==> config.mk <==
export PLATFORM = sky130hd
export DESIGN_NAME = pcs_receive
export DESIGN_NICKNAME = d
export VERILOG_FILES = /design/src/rtl/pcs_receive.sv
export SDC_FILE = /design/constraint.sdc
export NUM_CORES = 1
export LEC_CHECK = 0
export ABC_AREA = 0
export BUFFER_PORTS_ARGS = -buffer_cell sky130_fd_sc_hd__buf_4
export CORE_MARGIN = 10
export CORE_UTILIZATION = 34
export CTS_CLUSTER_SIZE = 14
export DETAILED_ROUTE_END_ITERATION = 8
export PLACE_DENSITY = 0.64
export SYNTH_ARGS = -nofsm -noshare
export SYNTH_HDL_FRONTEND = slang
export SYNTH_SLANG_ARGS = --single-unit
==> constraint.sdc <==
create_clock -name Clk -period 2.84 [get_ports Clk]
set_input_delay 0.142 -clock Clk [delete_from_list [all_inputs] [get_ports Clk]]
set_output_delay 0.142 -clock Clk [all_outputs]
set_load 0.03 [all_outputs]
==> src/rtl/pcs_receive.sv <==
// 1000BASE-X PCS receive: 8b/10b decode of SUDI code groups and packet framing
// toward a GMII-style RXD/RX_DV/RX_ER interface. All outputs are registered.
//
// state       | meaning
// ------------+-----------------------------------------------------------
// LINK_FAILED | no code sync; outputs held at 0
// WAIT_FOR_K  | hunting for K28.5 on an even code-group position
// RX_K        | got even comma, expecting the data half of an ordered set
// IDLE_D      | between packets; expecting comma or /S/ on even position
// RECEIVE     | inside a packet, forwarding decoded octets
// TRI_RRI     | saw /T/, expecting /R/ to close the packet
module pcs_receive (
    input  logic        Clk,
    input  logic        mr_main_reset,
    input  logic [10:0] SUDI,
    input  logic        code_sync_status,
    output logic [7:0]  RXD,
    output logic        RX_DV,
    output logic        RX_ER,
    output logic        receiving
);

    typedef enum logic [2:0] {
        LINK_FAILED = 3'd0,
        WAIT_FOR_K  = 3'd1,
        RX_K        = 3'd2,
        IDLE_D      = 3'd3,
        RECEIVE     = 3'd4,
        TRI_RRI     = 3'd5
    } state_t;

    // {valid, EDCBA}; both running-disparity forms map to the same value.
    function automatic logic [5:0] dec_6b(input logic [5:0] c);
        case (c)
            6'b100111, 6'b011000: return {1'b1, 5'd0};
            6'b011101, 6'b100010: return {1'b1, 5'd1};
            6'b101101, 6'b010010: return {1'b1, 5'd2};
            6'b110001:            return {1'b1, 5'd3};
            6'b110101, 6'b001010: return {1'b1, 5'd4};
            6'b101001:            return {1'b1, 5'd5};
            6'b011001:            return {1'b1, 5'd6};
            6'b111000, 6'b000111: return {1'b1, 5'd7};
            6'b111001, 6'b000110: return {1'b1, 5'd8};
            6'b100101:            return {1'b1, 5'd9};
            6'b010101:            return {1'b1, 5'd10};
            6'b110100:            return {1'b1, 5'd11};
            6'b001101:            return {1'b1, 5'd12};
            6'b101100:            return {1'b1, 5'd13};
            6'b011100:            return {1'b1, 5'd14};
            6'b010111, 6'b101000: return {1'b1, 5'd15};
            6'b011011, 6'b100100: return {1'b1, 5'd16};
            6'b100011:            return {1'b1, 5'd17};
            6'b010011:            return {1'b1, 5'd18};
            6'b110010:            return {1'b1, 5'd19};
            6'b001011:            return {1'b1, 5'd20};
            6'b101010:            return {1'b1, 5'd21};
            6'b011010:            return {1'b1, 5'd22};
            6'b111010, 6'b000101: return {1'b1, 5'd23};
            6'b110011, 6'b001100: return {1'b1, 5'd24};
            6'b100110:            return {1'b1, 5'd25};
            6'b010110:            return {1'b1, 5'd26};
            6'b110110, 6'b001001: return {1'b1, 5'd27};
            6'b001110:            return {1'b1, 5'd28};
            6'b101110, 6'b010001: return {1'b1, 5'd29};
            6'b011110, 6'b100001: return {1'b1, 5'd30};
            6'b101011, 6'b010100: return {1'b1, 5'd31};
            default:              return 6'd0;
        endcase
    endfunction

    // {valid, HGF}; primary and alternate .7 encodings both decode to 7.
    function automatic logic [3:0] dec_4b(input logic [3:0] c);
        case (c)
            4'b1011, 4'b0100:                   return {1'b1, 3'd0};
            4'b1001:                            return {1'b1, 3'd1};
            4'b0101:                            return {1'b1, 3'd2};
            4'b1100, 4'b0011:                   return {1'b1, 3'd3};
            4'b1101, 4'b0010:                   return {1'b1, 3'd4};
            4'b1010:                            return {1'b1, 3'd5};
            4'b0110:                            return {1'b1, 3'd6};
            4'b1110, 4'b0001, 4'b0111, 4'b1000: return {1'b1, 3'd7};
            default:                            return 4'd0;
        endcase
    endfunction

    state_t      state_q, state_d;
    logic [7:0]  rxd_q, rxd_d;
    logic        dv_q, dv_d;
    logic        er_q, er_d;
    logic        receiving_q, receiving_d;

    logic [5:0]  six_b;
    logic [3:0]  four_b;
    logic        rx_even;
    logic [5:0]  dec6;
    logic [3:0]  dec4;
    logic        k7_four;
    logic        is_kx7;
    logic        is_comma;
    logic        is_s;
    logic        is_t;
    logic        is_r;
    logic        valid_d;
    logic        comma_even;
    logic        s_even;
    logic [7:0]  data_octet;

    assign six_b   = SUDI[10:5];
    assign four_b  = SUDI[4:1];
    assign rx_even = SUDI[0];
    assign dec6    = dec_6b(six_b);
    assign dec4    = dec_4b(four_b);

    // K23/27/29/30.7 share their 6b half with data and their 4b half with A7.
    assign k7_four  = (four_b == 4'b0111) || (four_b == 4'b1000);
    assign is_s     = k7_four && ((six_b == 6'b110110) || (six_b == 6'b001001));
    assign is_t     = k7_four && ((six_b == 6'b101110) || (six_b == 6'b010001));
    assign is_r     = k7_four && ((six_b == 6'b111010) || (six_b == 6'b000101));
    assign is_kx7   = is_s || is_t || is_r ||
                      (k7_four && ((six_b == 6'b011110) || (six_b == 6'b100001)));
    assign is_comma = (SUDI[10:1] == 10'b0011111010) || (SUDI[10:1] == 10'b1100000101);

    assign valid_d    = dec6[5] && dec4[3] && !is_kx7;
    assign data_octet = {dec4[2:0], dec6[4:0]};
    assign comma_even = is_comma && rx_even;
    assign s_even     = is_s && rx_even;

    always_ff @(posedge Clk or negedge mr_main_reset) begin
        if (!mr_main_reset) begin
            state_q     <= LINK_FAILED;
            rxd_q       <= 8'h00;
            dv_q        <= 1'b0;
            er_q        <= 1'b0;
            receiving_q <= 1'b0;
        end else begin
            state_q     <= state_d;
            rxd_q       <= rxd_d;
            dv_q        <= dv_d;
            er_q        <= er_d;
            receiving_q <= receiving_d;
        end
    end

    always_comb begin
        state_d = state_q;
        if (!code_sync_status) begin
            state_d = LINK_FAILED;
        end else begin
            case (state_q)
                LINK_FAILED: state_d = WAIT_FOR_K;
                WAIT_FOR_K:  if (comma_even) state_d = RX_K;
                RX_K:        state_d = valid_d ? IDLE_D : WAIT_FOR_K;
                IDLE_D: begin
                    if (comma_even)  state_d = RX_K;
                    else if (s_even) state_d = RECEIVE;
                    else             state_d = WAIT_FOR_K;
                end
                RECEIVE: begin
                    if (valid_d)         state_d = RECEIVE;
                    else if (is_t)       state_d = TRI_RRI;
                    else if (comma_even) state_d = RX_K;
                    else                 state_d = RECEIVE;
                end
                TRI_RRI:     state_d = WAIT_FOR_K;
                default:     state_d = LINK_FAILED;
            endcase
        end
    end

    always_comb begin
        rxd_d = 8'h00;
        dv_d  = 1'b0;
        er_d  = 1'b0;
        if (!code_sync_status) begin
            er_d = (state_q == RECEIVE);
        end else begin
            case (state_q)
                IDLE_D: begin
                    if (comma_even) begin
                        er_d = 1'b0;
                    end else if (s_even) begin
                        dv_d  = 1'b1;
                        rxd_d = 8'h55;
                    end else begin
                        er_d  = 1'b1;
                        rxd_d = 8'h0E;
                    end
                end
                RECEIVE: begin
                    if (valid_d) begin
                        dv_d  = 1'b1;
                        rxd_d = data_octet;
                    end else if (is_t) begin
                        dv_d = 1'b0;
                    end else if (comma_even) begin
                        er_d = 1'b1;
                    end else begin
                        dv_d = 1'b1;
                        er_d = 1'b1;
                    end
                end
                TRI_RRI:  er_d = !is_r;
                default:  er_d = 1'b0;
            endcase
        end
        receiving_d = (state_d == RECEIVE) || (state_d == TRI_RRI);
    end

    assign RXD       = rxd_q;
    assign RX_DV     = dv_q;
    assign RX_ER     = er_q;
    assign receiving = receiving_q;

endmodule

# Word-level counts from Yosys, hierarchy flattened

Memory sizes are Yosys's and may differ from the RTL's.
Cells that the tools add are included.

Reductions and logical operators: 22
Equality and inequality tests: 19
Multiplexer cells: 27

Operators by type and width:

| operator             | count |
|---|---|
| $eq 6x6->1 const B   | 4 |
| $mux 3               | 7 |
| $mux 8               | 2 |
| $pmux 8 s2           | 1 |
| $pmux 3 s5           | 1 |
| $mux 7               | 2 |
| $eq 3x3->1 const B   | 4 |
| $eq 6x5->1 const B   | 2 |
| $mux 1               | 11 |
| $eq 10x10->1 const B | 1 |
| $eq 10x8->1 const B  | 1 |
| $logic_or 1x1->1     | 10 |
| $logic_and 1x1->1    | 8 |
| $eq 3x2->1 const B   | 2 |
| $eq 6x3->1 const B   | 1 |
| $eq 6x4->1 const B   | 1 |
| $eq 4x3->1 const B   | 1 |
| $eq 4x4->1 const B   | 1 |
| $eq 3x1->1 const B   | 1 |
| $logic_not 3->1      | 1 |
| $pmux 1 s3           | 1 |
| $logic_not 1->1      | 2 |
| $mux 2               | 1 |
| $pmux 1 s2           | 1 |
| $reduce_or 2->1      | 1 |

Register bits after elaboration: 14
Memories kept: 2
Word-level logic and storage cells: 75
Input bits: 14
ROM bits: 448
Output and inout port bits: 11

Memory list:

| name            | words | width | read ports | clocked after Yosys merged registers in | wr ports | RTL line | source |
|---|---|---|---|---|---|---|---|
| (no name shown) | 64    | 6     | 1          | 0                                       | 0        | 34       | `case (c)` |
| (no name shown) | 16    | 4     | 1          | 0                                       | 0        | 73       | `case (c)` |

# Longest topological paths before layout

Gate-level depths: netlist (run 1).

Depth in word-level cells: 13
Mapped depth: 8
Depth with buffers taken out: 8

# Least setup slack after synthesis (run 1)

OpenSTA, ideal clock, no wires.

Path type: input-to-reg
Start point: in SUDI[6]
End point: reg state_q[1]
Setup time: 0.082 ns
Data arrival time: 1.707 ns
Slack: 1.052 ns
Required time: 2.758 ns
Buffers on the path: 0
Stages: 8
Cells stage by stage: inv_1 > ha_1 > or3b_1 > a22o_1 > o21ai_2 > a21oi_4 > or3_1 > a31oi_1

Cells in the longest elaborated chain, start to end: 11
Elaborated cells on any way between the ends: 35
Classes of those cells: eq/ne: 10; mux: 8; reduce/logical: 16; memory: 1

Ends and longest elaborated chain:

| what                                                                 | RTL line | source |
|---|---|---|
| start, declared                                                      | 15       | `input logic [10:0] SUDI,` |
| parallel branches: the longest is 9 deep, another holds $mem_v2 64x6 | -        |  |
| $pmux 3 s5 *                                                         | 149      | `case (state_q)` |
| $mux 3 *                                                             | 146      | `if (!code_sync_status) begin` |
| via state_d[1]                                                       | 86       | `state_t state_q, state_d;` |
| end signal, assigned                                                 | 136      | `state_q <= state_d;` |
| end, declared                                                        | 86       |  |

Mark *: on every way through the listed nets, which the timed path passes.

# Final worst setup path (run 1)

Same ends and word-level chain as after synthesis.

==> results of run 1 <==
-- placed cells by master (no fill, tap or decap), types with 2 or more instances in the layout --
cell / instances
a211oi_1: 4
a21oi_1: 16
a31oi_1: 3
and3_1: 2
buf_4: 24
clkbuf_8: 3
dfrtp_1: 14
ha_1: 10
inv_1: 10
maj3_1: 2
mux2i_1: 3
nand2_1: 16
nand2b_1: 6
nand3_1: 4
nand3b_1: 3
nand4_1: 5
nor2_1: 16
nor2b_1: 9
nor3b_1: 3
o21a_1: 3
o21ai_0: 13
o21ai_1: 3
o221ai_1: 4
o32ai_1: 4
-- routing by layer --
layer	vias to the layer above	GRT usage [%]	wire length (µm)	part of all wire (%)
met5	-	0	0	0
met4	0	3.09	45	1.2
met3	5	2.16	253	6.6
met2	44	16.0	1660	44
met1	681	14.4	1850	48
li1	757	-	-	-
-- worst register-to-register path: cells and delay by family, from the launching register on --
family          cells  cell delay [ns]
simple gates        3             0.93
flops               1             0.45
compound gates      1             0.28
-- where the power goes --
| part | internal, mW | leakage, nW | switching, mW |
|---|---|---|---|
| sequential | 0.201 | 0.193 | 0.00125 |
| combinational | 0.0579 | 0.526 | 0.0940 |
| clock | 0.0935 | 0.0216 | 0.0621 |
-- metrics by stage --
| step | instances | hold slack [ns] | power (mW) |
|---|---|---|---|
| after detailed placement | 258 | -0.00492 | 0.355 |
| final | 262 | 0.156 | 0.509 |
| after global routing | 262 | 0.156 | 0.543 |
| after CTS | 262 | 0.154 | 0.512 |
| after global placement | 258 | -0.00559 | 0.356 |
| after floorplan | 192 | -0.154 | 0.311 |
-- kinds of logic (layout without fill, tap and decap cells) --
group	Yosys count	count (layout)	share of synthesized area [%]
buf+inv	20	38	6.14
xor+xnor	1	1	0.581
mux	4	4	2.74
flops	14	14	23.2
fa+ha+maj	12	12	9.63
compound gates	67	67	31.0
simple gates	74	74	26.7
-- area by class of cell --
cell class | count | share of cell area, %
sequential | 14 | 20.0
multi-input combinational | 158 | 60.9
timing repair buffer | 25 | 10.9
clock buffer | 3 | 2.36
tap | 52 | 3.72
inverter | 10 | 2.15
-- timing repair --
action	CTS	global route
endpoints found under the hold margin	14	0
setup endpoints to repair	0	0
hold buffers	1	0
gates resized for setup	0	0
-- flip-flops by register name, summed over array words and instances (netlist names) --
| signal | count |
|---|---|
| RXD | 8 |
| RX_DV | 1 |
| RX_ER | 1 |
| receiving | 1 |
| state_q | 3 |
-- worst min path at each step --
| stage | depth (start not counted) | slack (ns) | to |
|---|---|---|---|
| floorplan | 0 | -0.15 | RXD[0]$_DFF_PN0_ |
| global placement | 1 | -0.006 | RXD[0]$_DFF_PN0_ |
| detailed placement | 1 | -0.005 | RXD[4]$_DFF_PN0_ |
| CTS | 3 | 0.15 | state_q[1]$_DFF_PN0_ |
| global route | 3 | 0.16 | state_q[1]$_DFF_PN0_ |
| finish | 3 | 0.16 | state_q[1]$_DFF_PN0_ |
==> flow_summary.yaml, run 1 <==
hold_path:
  min_path_type: "in -> reg"
  hold_start: "code_sync_status"
synthesis:
  yosysWarningCount: 0
  synth_area_um2: 1510
  yosysTopAreaCell: "dfrtp_1"
  synth-seq-area-share_pct: 23.2
  synth.distinct_cells: 54
  syn_avg_cell_area_um2: 7.85
  syn-num-nets: 216
  ys_ff_latch: 14
  ys_top_cells_by_count: "a21oi_1, nand2_1, nor2_1, dfrtp_1, o21ai_0"
  synth_top_area_share_pct: 23.2
  synthFlopType: "dfrtp_1"
  synth_edf_count: 0
  synth_cells: 192
  synth.top_cells.by_area: "dfrtp_1, ha_1, a21oi_1"
  async_reset_ff_share_pct: 100
power:
  vdd_drop_max_mv: 0.111
  power_density_nw_per_um2: 291
  p_leak_nw: 0.741
floorplanning:
  dieHeight_um: 86.6
  num_rows: 24
  dieArea_um2: 7500
  start_util_pct: 34.9
  io_pins: 25
  core-area_um2: 4320
  die-width_um: 86.6
clocking:
  cts_root_buffer: "clkbuf_8"
  post-cts-setup-buffers: 0
  clock_path_buffers: 2
  cts_htree_levels: 1
  clk_latency_ns: 0.24
  cts_buffers: 3
  tritoncts: "done"
  clk_pin_slew_worst_paths_ns: 0.05
  cts_sinks: 14
outcome:
  status: "completed"
critical_path:
  r2r_setup_slack_ns: 1.08
  crit_required_ns: 3.00
  critical_path.cell_chain: "buf_4, inv_1, ha_1, or3b_1, a22o_1, o21ai_2, a21oi_4, or3_1, a31oi_1"
  reg2reg_to: "RXD[3]$_DFF_PN0_"
  r2r_cells: 4
  arrival_ns: 2.06
  startpoint: "SUDI[6]"
  r2r-start: "state_q[2]$_DFF_PN0_"
  cp_max_fo: 10
  path_delay_family: "simple AND/OR/NAND/NOR gates"
  worst-path-buf-inv: 2
  crit_cells: 9
  cp-end-kind: "flip-flop"
  cp-start-kind: "input pin"
  cp_slowest_cell: "or3b_1"
  endpoint: "state_q[1]$_DFF_PN0_"
  crit_type: "in -> reg"
  cp_slowest_stage_delay_ns: 0.40
sta:
  hold_viol: 0
  fin_crit_sh_pct: 66.8
  relSlewSlack_pct: 68.2
  finClkSkew_ns: 0.00120
  rsz0062_at_grt: "no"
  fin_tns_setup_ns: 0
  setup_ws_ns: 0.942
  period_minus_slack_ns: 1.90
  finalMaxSlewViolations: 0
  worst_pin_slew_ns: 0.476
  setup_viol: 0
  fmax_ghz: 0.527
final_layout:
  fin_nets: 236
  n_fill_cell: 464
  multi_input_comb_area_um2: 1060
  utilization_pct: 40.5
  syn2layout_area_growth_pct: 16.0
  layout-drive-gt1-share_pct: 15.2
  seq_area_um2: 350
  n_antenna_cell: 0
  stdcell_area_um2: 1750
drt:
  viasPerCell: 5.68
  drc_errors: 0
  firstDrtPassIters: 4
  detail-route-antenna-nets: 0
  drt-initial-drc-count: 81
  wl_per_cell_um: 14.5
  dr_total_vias: 1487
  wirelength_um: 3810
grt:
  grt_start_max_net_pins: 35
  grt_pass1_vias: 1385
  gr-total-overflow: 0
  antenna_found_initial: 0
  grt_use_total_pct: 10.5
  grt_pass1_wl_um: 6750
placement:
  pre_cts_ws_ns: 0.663
  port_buffers: 24
  hpwl_um: 2880
  gp_congestion: 0.864
  dpl_cell_area_um2: 1700
flow_run:
  maxCapViolCount: 0
Note: power is estimated with default switching activity, not from simulation.
==> inputs of run 2 (changes only) <==
clock period = 1.95 ns   (was 2.84 ns; I/O delays follow)
==> run 2 against run 1 <==
  * Global-route usage rose by 0.18 points
  * Worst setup slack got worse by 0.73 ns
  * Critical path depth did not move
  * Final cell count rose by 4.2%
  * Design area rose by 4.7%
  * Register-to-register slack got worse by 0.70 ns
  * Die area did not move
  * Hold slack got worse by 0.037 ns
  * Non-clock buffer count rose by 11
  * Combinational power rose by 59%
  * First-iteration DRC count rose by 48%
  * Critical endpoint is now RX_ER$_DFF_PN0_
  * Largest cell class unchanged
==> flow_summary.yaml, run 2 (synthesis gave the netlist of run 1 again) <==
outcome:
  status: "completed"
clocking:
  cts_sinks: 14
  clk_latency_ns: 0.24
  clk_pin_slew_worst_paths_ns: 0.05
  cts_buffers: 3
  cts_htree_levels: 1
  clock_path_buffers: 2
  post_cts_resized: 0
  cts_root_buffer: "clkbuf_8"
  tritoncts: "done"
  post-cts-setup-buffers: 0
  holdBufCountCts: 1
flow_run:
  maxCapViolCount: 0
sta:
  finalMaxSlewViolations: 0
  rsz0062_at_grt: "no"
  period_minus_slack_ns: 1.74
  fin_tns_setup_ns: 0
  setup_viol: 0
  fmax_ghz: 0.576
  hold_viol: 0
  fin_crit_sh_pct: 89.0
  setup_ws_ns: 0.214
  relSlewSlack_pct: 77.2
  finClkSkew_ns: 0.00174
  worst_pin_slew_ns: 0.339
drt:
  drt-initial-drc-count: 120
  drc_errors: 0
  dr_total_vias: 1502
  firstDrtPassIters: 5
  wl_per_cell_um: 14.8
  wirelength_um: 4040
  detail-route-antenna-nets: 0
  viasPerCell: 5.50
final_layout:
  final_cell_mix: "buf_4, nor2_1, nand2_1, a21oi_1, dfrtp_1"
  stdcell_count: 273
  syn2layout_area_growth_pct: 21.5
  utilization_pct: 42.4
  n_antenna_cell: 0
  fin_nets: 247
  layout-drive-gt1-share_pct: 19.5
  mostFrequentLayoutCell: "buf_4"
  largest_reg_flops: 8
critical_path:
  r2r_cells: 4
  reg2reg_to: "RXD[3]$_DFF_PN0_"
  crit_required_ns: 2.05
  critical_path.cell_chain: "buf_4, inv_1, ha_1, nand2_1, o32ai_1, and3_1, and3b_1, o221ai_1, o221ai_1"
  crit_type: "in -> reg"
  r2r_setup_slack_ns: 0.38
  cp_slowest_cell: "ha_1"
  r2r-start: "state_q[2]$_DFF_PN0_"
  startpoint: "SUDI[5]"
  cp_slowest_stage_delay_ns: 0.30
  cp-end-kind: "flip-flop"
  cp-start-kind: "input pin"
  arrival_ns: 1.84
  cp_max_fo: 8
  crit_top_cell: "o221ai_1"
placement:
  port_buffers: 24
  hpwl_um: 3130
  placed_cells: 269
  pre_cts_ws_ns: -0.00619
  gp_congestion: 0.887
power:
  swShare_pct: 30.4
  power_frac_comb_pct: 31.9
  p_leak_nw: 0.795
  switchingPower_mw: 0.230
  p_total_mw: 0.757
  p_int_mw: 0.527
  power_density_nw_per_um2: 413
  p_clk_share_pct: 29.3
  vdd_drop_max_mv: 0.125
  power.share.sequential_pct: 38.8
floorplanning:
  dieArea_um2: 7500
  start_util_pct: 34.9
  num_rows: 24
  dieHeight_um: 86.6
  die-width_um: 86.6
  core-area_um2: 4320
  io_pins: 25
grt:
  grt_pass1_vias: 1470
  gr-total-overflow: 0
  grt_pass1_wl_um: 6840
  antenna_found_initial: 0
  grt_use_total_pct: 10.7
  grt_start_max_net_pins: 22
hold_path:
  min_path_type: "in -> reg"
  holdPathStages: 3
  min_to: "state_q[1]$_DFF_PN0_"
  hold_start: "code_sync_status"
[run 2: cell count changes in the layout (fill, tap and decap cells not counted)]
cell,before,now
buf_4,24,35
[run 2: per-stage QoR]
stage	hold WS, ns	instance area [µm²]
finish	0.119	1830
detailed placement	-0.0472	1780
CTS	0.115	1830
global placement	-0.0491	1780
global route	0.126	1830
floorplan	-0.198	1510
[run 2: cell type report]
type                    count  area, µm²
fillers                   453       2490
multi-input cells         158       1060
flip-flops and latches     14        350
repair buffers             36        273
well taps                  52       65.1
clock buffers               3       41.3
inverters                  10       37.5
[run 2: metal layers]
metal,routed length [µm],track usage [%],up-vias
met5,0,0,-
met4,40,2.65,0
met3,290,2.44,7
met2,1750,16.3,56
met1,1950,14.6,657
li1,-,-,782
[run 2: critical path: cells and delay by family]
| family | cells | cell delay (ns) |
|---|---|---|
| buffers and inverters | 2 | 0.29 |
| adders and majority gates | 1 | 0.30 |
| and+or+nand+nor | 3 | 0.57 |
| AOI/OAI and AO/OA | 3 | 0.59 |
[run 2: power by group through the flow]
stage	registers, mW	logic, mW	clock network, mW
6_report	0.294	0.242	0.222
5_1_grt	0.294	0.267	0.244
4_1_cts	0.294	0.239	0.229
3_5_place_dp	0.299	0.237	0
3_3_place_gp	0.299	0.238	0
2_1_floorplan	0.298	0.154	0
[run 2: worst max-delay path by stage]
stage                           end  depth (start not counted)
5_1_grt             RX_ER$_DFF_PN0_                          9
2_1_floorplan  state_q[1]$_DFF_PN0_                          8
4_1_cts             RX_ER$_DFF_PN0_                          9
6_report            RX_ER$_DFF_PN0_                          9
3_5_place_dp        RX_ER$_DFF_PN0_                          9
3_3_place_gp        RX_ER$_DFF_PN0_                          9
==> inputs of run 3 (changes only) <==
CORE_ASPECT_RATIO = 0.9   (was not set)
==> run 3 against run 2 <==
  * Via count shrank 0.13%
  * Die area is essentially flat
  * Fmax grew 2.2%
  * Design area grew 0.48%
  * Routed wire length shrank 2.6%
  * First-iteration DRC count grew 38%
  * Combinational power shrank 4%
  * Non-clock buffer count shrank 2
  * Largest cell class unchanged
  * Global-route usage shrank 0.57 points
==> flow_summary.yaml, run 3 (synthesis gave the netlist of run 1 again) <==
outcome:
  status: "completed"
floorplanning:
  dieArea_um2: 7500
  dieHeight_um: 83.2
  num_rows: 22
  die-width_um: 90.2
  io_pins: 25
  start_util_pct: 36.0
  core-area_um2: 4180
sta:
  fmax_ghz: 0.589
  fin_crit_sh_pct: 87.1
  setup_ws_ns: 0.252
  setup_viol: 0
  finalMaxSlewViolations: 0
  hold_viol: 0
  worst_pin_slew_ns: 0.421
  rsz0062_at_grt: "no"
  relSlewSlack_pct: 71.6
  period_minus_slack_ns: 1.70
  finClkSkew_ns: 0.00180
  fin_tns_setup_ns: 0
drt:
  wirelength_um: 3930
  viasPerCell: 5.36
  drt-initial-drc-count: 165
  drc_errors: 0
  firstDrtPassIters: 4
  wl_per_cell_um: 14.0
  dr_total_vias: 1500
  detail-route-antenna-nets: 0
grt:
  antenna_found_initial: 0
  grt_pass1_vias: 1426
  grt_start_max_net_pins: 23
  gr-total-overflow: 0
  grt_pass1_wl_um: 6630
  grt_use_total_pct: 10.1
critical_path:
  r2r-start: "state_q[2]$_DFF_PN0_"
  cp_max_fo: 8
  crit_type: "in -> reg"
  cp-start-kind: "input pin"
  crit_required_ns: 2.05
  cp-end-kind: "flip-flop"
  reg2reg_to: "RXD[3]$_DFF_PN0_"
  r2r_setup_slack_ns: 0.28
  r2r_cells: 4
  arrival_ns: 1.80
power:
  p_int_mw: 0.563
  power_frac_comb_pct: 29.2
  vdd_drop_max_mv: 0.169
  power_density_nw_per_um2: 435
  switchingPower_mw: 0.237
  power.share.sequential_pct: 36.7
  p_clk_share_pct: 34.1
  p_leak_nw: 0.792
  swShare_pct: 29.6
flow_run:
  maxCapViolCount: 0
placement:
  dpl_cell_area_um2: 1780
  hpwl_um: 3120
  gp_congestion: 0.898
  pre_cts_ws_ns: -0.00579
  port_buffers: 24
final_layout:
  largest_reg_flops: 8
  final_cell_mix: "buf_4, nor2_1, nand2_1, a21oi_1, dfrtp_1"
  mostFrequentLayoutCell: "buf_4"
  syn2layout_area_growth_pct: 22.1
  layout-drive-gt1-share_pct: 19.1
  n_antenna_cell: 0
  stdcell_area_um2: 1840
  fin_nets: 245
hold_path:
  hold_start: "code_sync_status"
  min_path_type: "in -> reg"
  min_to: "state_q[1]$_DFF_PN0_"
  holdPathStages: 3
clocking:
  tritoncts: "done"
  clock_path_buffers: 2
  clk_latency_ns: 0.24
  post_cts_resized: 0
  cts_htree_levels: 1
  cts_root_buffer: "clkbuf_8"
  cts_sinks: 14
  cts_buffers: 3
  clk_pin_slew_worst_paths_ns: 0.06
  post-cts-setup-buffers: 0
## run 3: layout make-up
| class | count | area (µm²) |
|---|---|---|
| sequential | 14 | 350 |
| fill | 454 | 2340 |
| multi-input combinational | 158 | 1060 |
| clock buffer | 4 | 55.1 |
| inverter | 10 | 37.5 |
| tap | 60 | 75.1 |
| timing repair buffer | 34 | 258 |
## run 3: how the worst max path moves through the flow
stage / from / endpoint / slack (ns) / depth (start not counted)
finish: SUDI[5] / RX_ER$_DFF_PN0_ / 0.25 / 9
global route: SUDI[5] / RX_DV$_DFF_PN0_ / 0.04 / 9
CTS: SUDI[5] / RX_ER$_DFF_PN0_ / 0.27 / 9
detailed placement: SUDI[5] / RX_ER$_DFF_PN0_ / -0.006 / 9
global placement: SUDI[5] / RX_ER$_DFF_PN0_ / 0.006 / 9
floorplan: SUDI[6] / state_q[1]$_DFF_PN0_ / 0.21 / 8
## run 3: power groups by stage
stage / logic, mW / registers [mW] / clock network [mW]
floorplan: 0.154 / 0.298 / 0
global placement: 0.233 / 0.298 / 0
detailed placement: 0.230 / 0.298 / 0
CTS: 0.232 / 0.293 / 0.281
global route: 0.260 / 0.293 / 0.297
finish: 0.233 / 0.293 / 0.273
## run 3: per-stage QoR
step / cells / total power [mW] / util (%) / hold slack [ns]
floorplan: 192 / 0.452 / - / -0.198
global placement: 275 / 0.531 / 42.4 / -0.0461
detailed placement: 275 / 0.528 / 42.4 / -0.0472
CTS: 280 / 0.807 / 44.0 / 0.109
global route: 280 / 0.851 / 44.0 / 0.112
finish: 280 / 0.800 / 44.0 / 0.117
## run 3: routing by layer
metal / global-route usage, % / part of all wire [%] / vias to the layer above / wire [µm]
met4: 1.01 / 0.41 / 0 / 16
met2: 15.0 / 43 / 46 / 1700
li1: - / - / 771 / -
met5: 0 / 0 / - / 0
met3: 3.24 / 6.5 / 2 / 255
met1: 14.2 / 50 / 681 / 1960
## run 3: timing repair
item                                    in CTS  in global routing
hold buffers                                 1                  0
endpoints found under the hold margin       14                  0
endpoints found under the setup margin       0                  0
## run 3: worst max-delay path, stage by stage
cell and delay [ns]:
buf_4 0.14, inv_1 0.15, ha_1 0.30, nand2_1 0.11
o32ai_1 0.29, and3_1 0.22, and3b_1 0.20, o221ai_1 0.14
o221ai_1 0.15
